$ cat src/rtl/if_id_pipe_reg.sv
// IF/ID pipeline register: holds the fetched instruction word and exposes its
// raw RV32I fields (unextended immediates) to the decode stage.
module if_id_pipe_reg #(
  parameter logic [31:0] RST_INSTR = 32'h0000_0000
) (
  input  logic        clk,
  input  logic        rst,
  input  logic        enable,
  input  logic [31:0] instruction,
  output logic [6:0]  opcode,
  output logic [4:0]  rd,
  output logic [4:0]  rs1,
  output logic [4:0]  rs2,
  output logic [2:0]  funct3,
  output logic [6:0]  funct7,
  output logic [11:0] imm_I,
  output logic [11:0] imm_S,
  output logic [11:0] imm_B,
  output logic [19:0] imm_U,
  output logic [19:0] imm_J
);

  logic [31:0] instr_q;

  // IF -> ID boundary: reset wins over enable; enable low stalls the stage.
  always_ff @(posedge clk) begin
    if (rst) begin
      instr_q <= RST_INSTR;
    end else if (enable) begin
      instr_q <= instruction;
    end
  end

  always_comb begin
    opcode = instr_q[6:0];
    rd     = instr_q[11:7];
    rs1    = instr_q[19:15];
    rs2    = instr_q[24:20];
    funct3 = instr_q[14:12];
    funct7 = instr_q[31:25];
    imm_I  = instr_q[31:20];
    imm_S  = {instr_q[31:25], instr_q[11:7]};
    imm_B  = {instr_q[31], instr_q[7], instr_q[30:25], instr_q[11:8]};
    imm_U  = instr_q[31:12];
    imm_J  = {instr_q[31], instr_q[19:12], instr_q[20], instr_q[30:21]};
  end

endmodule

$ cat config.mk
export PLATFORM = sky130hd
export DESIGN_NAME = if_id_pipe_reg
export DESIGN_NICKNAME = d
export VERILOG_FILES = /design/src/rtl/if_id_pipe_reg.sv
export SDC_FILE = /design/constraint.sdc
export NUM_CORES = 1
export LEC_CHECK = 0
export ABC_AREA = 1
export ABC_CLOCK_PERIOD_IN_PS = 800
export CORE_MARGIN = 8
export CORE_UTILIZATION = 34
export DETAILED_ROUTE_END_ITERATION = 8
export PLACE_DENSITY_LB_ADDON = 0.2
export SYNTH_ARGS = -nofsm -noshare
export SYNTH_HDL_FRONTEND = slang
export SYNTH_SLANG_ARGS = --single-unit
$ cat constraint.sdc
create_clock -name clk -period 0.8 [get_ports clk]
set_input_delay 0.12 -clock clk [delete_from_list [all_inputs] [get_ports clk]]
set_output_delay 0.12 -clock clk [all_outputs]
set_load 0.1 [all_outputs]
---- After elaboration in Yosys (flattened, before gate mapping) ----
Cells that the tools add are included.
storage, ports and cells
  bits in registers ....................... 32
  input port bits ......................... 35
  word-level logic and storage cells ...... 1

---- Depth between registers and ports, before layout ----
Gate-level depths: netlist (run 1).
  depth in word-level cells ............... 0
  depth in mapped cells ................... 5
  gate-level depth less buffers ........... 4

---- Least setup slack after synthesis (run 1) ----
Ideal clock, no wire load.
  path kind ............................... reg-to-output
  start point ............................. register instr_q[31]
  end point ............................... output port imm_B[11]
  arrival ................................. 1.446 ns
  required time ........................... 0.680 ns
  slack ................................... -0.766 ns
  cell stages (with the launch flop) ...... 2
  buffers on the path ..................... 1
  path through ............................ dfxtp_1 > buf_4
RTL lines
  element                 line  text
  start, declared         23    logic [31:0] instr_q;
  start signal, assigned  30    instr_q <= instruction;
  end, declared           18    output logic [11:0] imm_B,
No word-level cell between the ends.

---- Worst setup path in the final report (run 1) ----
  start point ............................. register instr_q[26]
  end point ............................... output port funct7[1]
RTL lines
  element        line  text
  end, declared  15    output logic [6:0] funct7,
No word-level cell between the ends.

==> results of run 1 <==
layout by cell type, fill, tap and decap left out, drive strengths merged:
master / synthesis / final
buf: 86 / 112
nor2: 64 / 64
nand2: 64 / 64
inv: 33 / 33
clkdlybuf4s50: 0 / 32
dfxtp: 32 / 32
clkbuf: 0 / 8
clkinvlp: 0 / 1
clkinv: 0 / 1
dlymetal6s2s: 0 / 1
path summary, 6_finish.rpt:
| kind | from | end | slack [ns] | depth (start not counted) |
|---|---|---|---|---|
| hold / removal | rst | instr_q[18] | 0.29 | 5 |
| hold reg to reg | instr_q[2] | instr_q[2] | 0.51 | 2 |
| setup reg to reg | instr_q[29] | instr_q[29] | 0.10 | 2 |
| setup / recovery | instr_q[26] | funct7[1] | -0.26 | 1 |
tightest hold or removal path: stages:
cell	delay, ns
dlymetal6s2s_1	0.10
inv_2	0.08
buf_12	0.15
nand2_1	0.06
nor2_1	0.03
power groups by stage:
stage | sequential (W) | clock, W | combinational, W
floorplan | 0.00277 | 0 | 0.00319
global placement | 0.00204 | 0 | 0.00472
detailed placement | 0.00205 | 0 | 0.00477
global route | 0.00204 | 0.00129 | 0.00488
finish | 0.00201 | 0.00117 | 0.00476
CTS | 0.00202 | 0.00121 | 0.00477
metal layers:
metal	wire length (microns)	share of wire (%)	track usage, %
met2	3220	54	25.4
met4	48	0.80	2.46
met5	0	0	0
met3	460	7.7	5.93
met1	2260	38	13.7
timing repair:
action,in CTS,in global routing
pin swaps,0,1
gates cloned,0,2
setup endpoints to repair,108,128
gates resized for setup,0,2
hold endpoints to repair,0,0
layout make-up:
| type | instances | area (sq um) |
|---|---|---|
| clock buffers | 6 | 72.6 |
| well taps | 72 | 90.1 |
| multi-input cells | 128 | 480 |
| repair buffers | 147 | 2610 |
| clock inverters | 2 | 11.3 |
| flip-flops and latches | 32 | 761 |
| inverters | 33 | 124 |
| fillers | 362 | 1320 |
logic make-up after synthesis:
family,Yosys count,share of synthesized area (%)
and+or+nand+nor,128,25.2
buffers and inverters,119,41.3
DFF,32,33.6
metrics by stage:
step	util, %	cell area [sq um]	hold WS, ns	setup TNS [ns]	total power (W)
2_1_floorplan	-	2960	0.292	-9.65	0.00596
3_3_place_gp	73.3	4010	0.485	-7.23	0.00676
3_5_place_dp	73.3	4010	0.496	-7.57	0.00682
4_1_cts	74.9	4100	0.317	-23.82	0.00800
5_1_grt	75.8	4150	0.331	-26.13	0.00821
6_report	75.8	4150	0.290	-22.64	0.00794
==> metrics.txt, run 1 <==
critical path's top delay family=flip-flops; Yosys Warn Count=0; Rows=27; outcome=finished, violations left; Seq/Total Area, Yosys=33.6%; critical setup path kind=reg -> out; crit path DAT=0.94 ns; synth top area cells=dfxtp_1, buf_4, nand2_1; nets=382; most instantiated cells after synthesis=buf_4, nand2_1, nor2_1; gr usage total=13.6%; Regs by FF count=instr_q (32); Antenna diodes=0; via count=1682; drt pass-1 iters=4; Port Buffers=142; DP HPWL=5000 microns; violated checks=setup timing; die width=90.9 microns; Combinational Power Share=60.0%; P_int=0.00395 W; layout cells sized above 1=44.0%; VDD IR max=1130 uV; most frequent cell after synthesis=buf_4; Peak Freq=944 MHz; area leader, netlist=dfxtp_1; Bufs on Longest Clock Path=2; CTS H-tree depth=2; MaxCap Viol Count=0; CP max stage delay=0.46 ns; asr flop ratio synth=0%; register share of total power=25.3%; CP Max Fanout=7; Hold Crit Class=in -> reg; max FFs per register=32; core outline area=0.00547 sq mm; DR iter-0 viols=29; P_leak=1.93 nW; vias in the first global route=1749; Cell Area, Synth=0.00191 sq mm; clock sinks=32; top-area cell type share of the netlist area=33.6%; sequence of cells on the critical path=buf_12; Via-to-Cell Ratio=4.00; RSZ-0062 raised after global routing=yes; actual slew at the worst max-slew pin=0.196 ns; Worst setup SP type=register; Main synth FF type=dfxtp_1; part of the cycle the worst path needs=132%; Clock transition at path regs=0.07 ns; # placed instances=410; die height=90.9 microns; max_slew headroom=86.9%; syn_nets=314; wire per inst=14.2 microns; Most flops, register=instr_q; Final GP Congestion=0.656; io pins=143; syn_area_per_cell=6.84 sq um; initial antenna violation count=0; Final Hold Fails=0; Final Instance Count excl. Fillers=420; full die area=0.00827 sq mm; DRC viols=0; critical path required time=0.68 ns; Post-synth EDFFs=0; DRT antenna net count=0; synthesized instance count=279; Syn-to-layout area delta=117%; CTS tree=yes; PwrDens=1910 mW/mm^2; crit end category=output pin; Root Driver=clkbuf_8; initial cell density of the core=34.9%; largest net degree at the start of global routing=36; Clk pwr share=14.7%; setup ws final=-0.260 ns; hold_buf cts=0; GRT overflow=0; Fin Clk Skew=0 ns; Place WS=-0.275 ns; Detailed Route WL=5980 microns; Clk Latency, worst-skew pair=0.27 ns; Tmin final=1.06 ns; first-pass GRT wire length=9090 microns; Final Setup Violations=108; Distinct cells, synth=7; cts bufs inserted=5; Seq cells post-synth=32; Post-CTS Setup Repair Bufs=0; WP buf/inv=1; Worst path slowest cell=dfxtp_4; sw power=0.00400 W; sw frac=50.3%; Slew Limit Fails=0
(Power assumes the default switching activity.)
==> inputs of run 2 (changes only) <==
- ABC_CLOCK_PERIOD_IN_PS: 800 -> 1220
- CORE_UTILIZATION: 34 -> 35
- clock period: 0.8 -> 1.22 ns (I/O delays scaled with it)
==> metrics.txt, run 2 (same netlist as run 1, synthesis figures left out) <==
VDD IR max=977 uV (-14%); CP Max Fanout=7 (unchanged); Syn-to-layout area delta=111%; CP max stage delay=0.46 ns (about the same); nets=380 (-0.52%); cts bufs inserted=5 (unchanged); die width=89.9 microns (-1.2%); Worst path slowest cell=dfxtp_4; Post-DP Area=0.00396 sq mm (-1.3%); Hold Crit Class=in -> reg; CTS tree=yes; Port Buffers=142 (unchanged); fin area=0.00404 sq mm (-2.7%); Fin Clk Skew=0 ns (unchanged); drt pass-1 iters=4 (unchanged); initial cell density of the core=35.5% (+0.66 points); outcome=completed; critical path's top delay family=flip-flops; max_slew headroom=83.0% (-3.9 points); Root Driver=clkbuf_8; core outline area=0.00537 sq mm (-1.9%); Final Setup Violations=0 (-100%); Worst setup SP type=register; via count=1648 (-2.0%); layout cells sized above 1=41.2% (-2.8 points); first-pass GRT wire length=9230 microns (+1.4%); sequence of cells on the critical path=buf_12; post-CTS resize count=0 (unchanged); DRT antenna net count=0 (unchanged); crit end category=output pin; CTS H-tree depth=2 (unchanged); full die area=0.00807 sq mm (-2.4%); part of the cycle the worst path needs=93.4%; GRT overflow=0 (unchanged); Detailed Route WL=5720 microns (-4.4%); critical setup path kind=reg -> out; Final GP Congestion=0.719 (+9.7%); DR iter-0 viols=85 (+190%); largest net degree at the start of global routing=65 (+81%); Final Hold Fails=0 (unchanged); MaxCap Viol Count=0 (unchanged); Bufs on Longest Clock Path=2 (unchanged); final core occ=75.2% (-0.64 points); die height=89.9 microns (-1.2%); Slew Limit Fails=0 (unchanged); actual slew at the worst max-slew pin=0.255 ns (+0.0587 ns); PwrDens=1280 mW/mm^2 (-33%); max FFs per register=32 (unchanged); Rows=27 (unchanged); RSZ-0062 raised after global routing=no; DRC viols=0 (unchanged); most frequent cells in the layout=buf_12, nor2_1, nand2_1; most common cell after layout, fill and taps aside=buf_12; vias in the first global route=1675 (-4.2%); io pins=143 (unchanged); Tmin final=1.14 ns; Peak Freq=878 MHz; clock sinks=32 (unchanged); gr usage total=14.2% (+0.65 points); P_leak=1.89 nW (-2.4%); R2R Setup Slk=0.51 ns (+0.41 ns); Clock transition at path regs=0.06 ns (about the same); Via-to-Cell Ratio=3.95 (-1.3%); Post-CTS Setup Repair Bufs=0 (unchanged); WP buf/inv=1 (unchanged); Antenna diodes=0 (unchanged); critical path required time=1.04 ns (+0.36 ns); initial antenna violation count=0 (unchanged); overall power=0.00515 W (-35%); Most flops, register=instr_q; Clk Latency, worst-skew pair=0.28 ns (about the same); DP HPWL=4900 microns (-2.1%); crit path DAT=0.96 ns (+0.02 ns); Setup TNS=0 ns (+22.64 ns); hold_buf cts=0 (unchanged); wire per inst=13.7 microns (-3.8%); Regs by FF count=instr_q (32)
==> run 2: changes by cell type in the layout (fill, tap and decap cells not counted), moves of 2 or more <==
cell and delta:
dfxtp_1 +7, buf_4 +2, clkbuf_16 -2, buf_12 -2, dfxtp_4 -7
==> run 2: metal layers <==
| metal | track usage, % | wire length, microns | vias to the layer above | share of wire [%] |
|---|---|---|---|---|
| met5 | 0 | 0 | - | 0 |
| met4 | 5.83 | 74 | 0 | 1.3 |
| met3 | 5.90 | 503 | 5 | 8.8 |
| met2 | 25.2 | 3010 | 83 | 53 |
| met1 | 14.5 | 2130 | 708 | 37 |
| li1 | - | - | 852 | - |
==> run 2: worst register-to-register path: cells and delay by family (launching register included) <==
| kind | cells | cell delay, ns |
|---|---|---|
| DFF | 1 | 0.46 |
| and+or+nand+nor | 2 | 0.17 |
==> run 2: path summary, 6_finish.rpt <==
kind,start,endpoint,cells after the start
max,instr_q[29],imm_J[8],1
max reg2reg,instr_q[29],instr_q[29],2
min,enable,instr_q[16],4
min reg2reg,instr_q[3],instr_q[3],2
==> run 2: final cells by class <==
type,count,area [sq um]
Timing Repair Buffer,145,2530
Clock buffer,5,68.8
Fill cell,344,1330
Sequential cell,32,734
Tap cell,72,90.1
Clock inverter,2,7.51
Multi-Input combinational cell,128,480
Inverter,33,124
==> run 2: report_power, final <==
group          leakage [nW]  switching [W]  internal, W
Sequential            0.281       0.000213      0.00111
Clock                0.0391       0.000365     0.000375
Combinational          1.56        0.00202      0.00106
==> run 2: stage by stage <==
stage	hold slack [ns]	setup slack (ns)	std cells
2_1_floorplan	0.355	0.0470	279
3_3_place_gp	0.494	0.113	410
3_5_place_dp	0.499	0.0614	410
4_1_cts	0.392	0.0568	417
5_1_grt	0.429	0.0466	417
6_report	0.408	0.0810	417
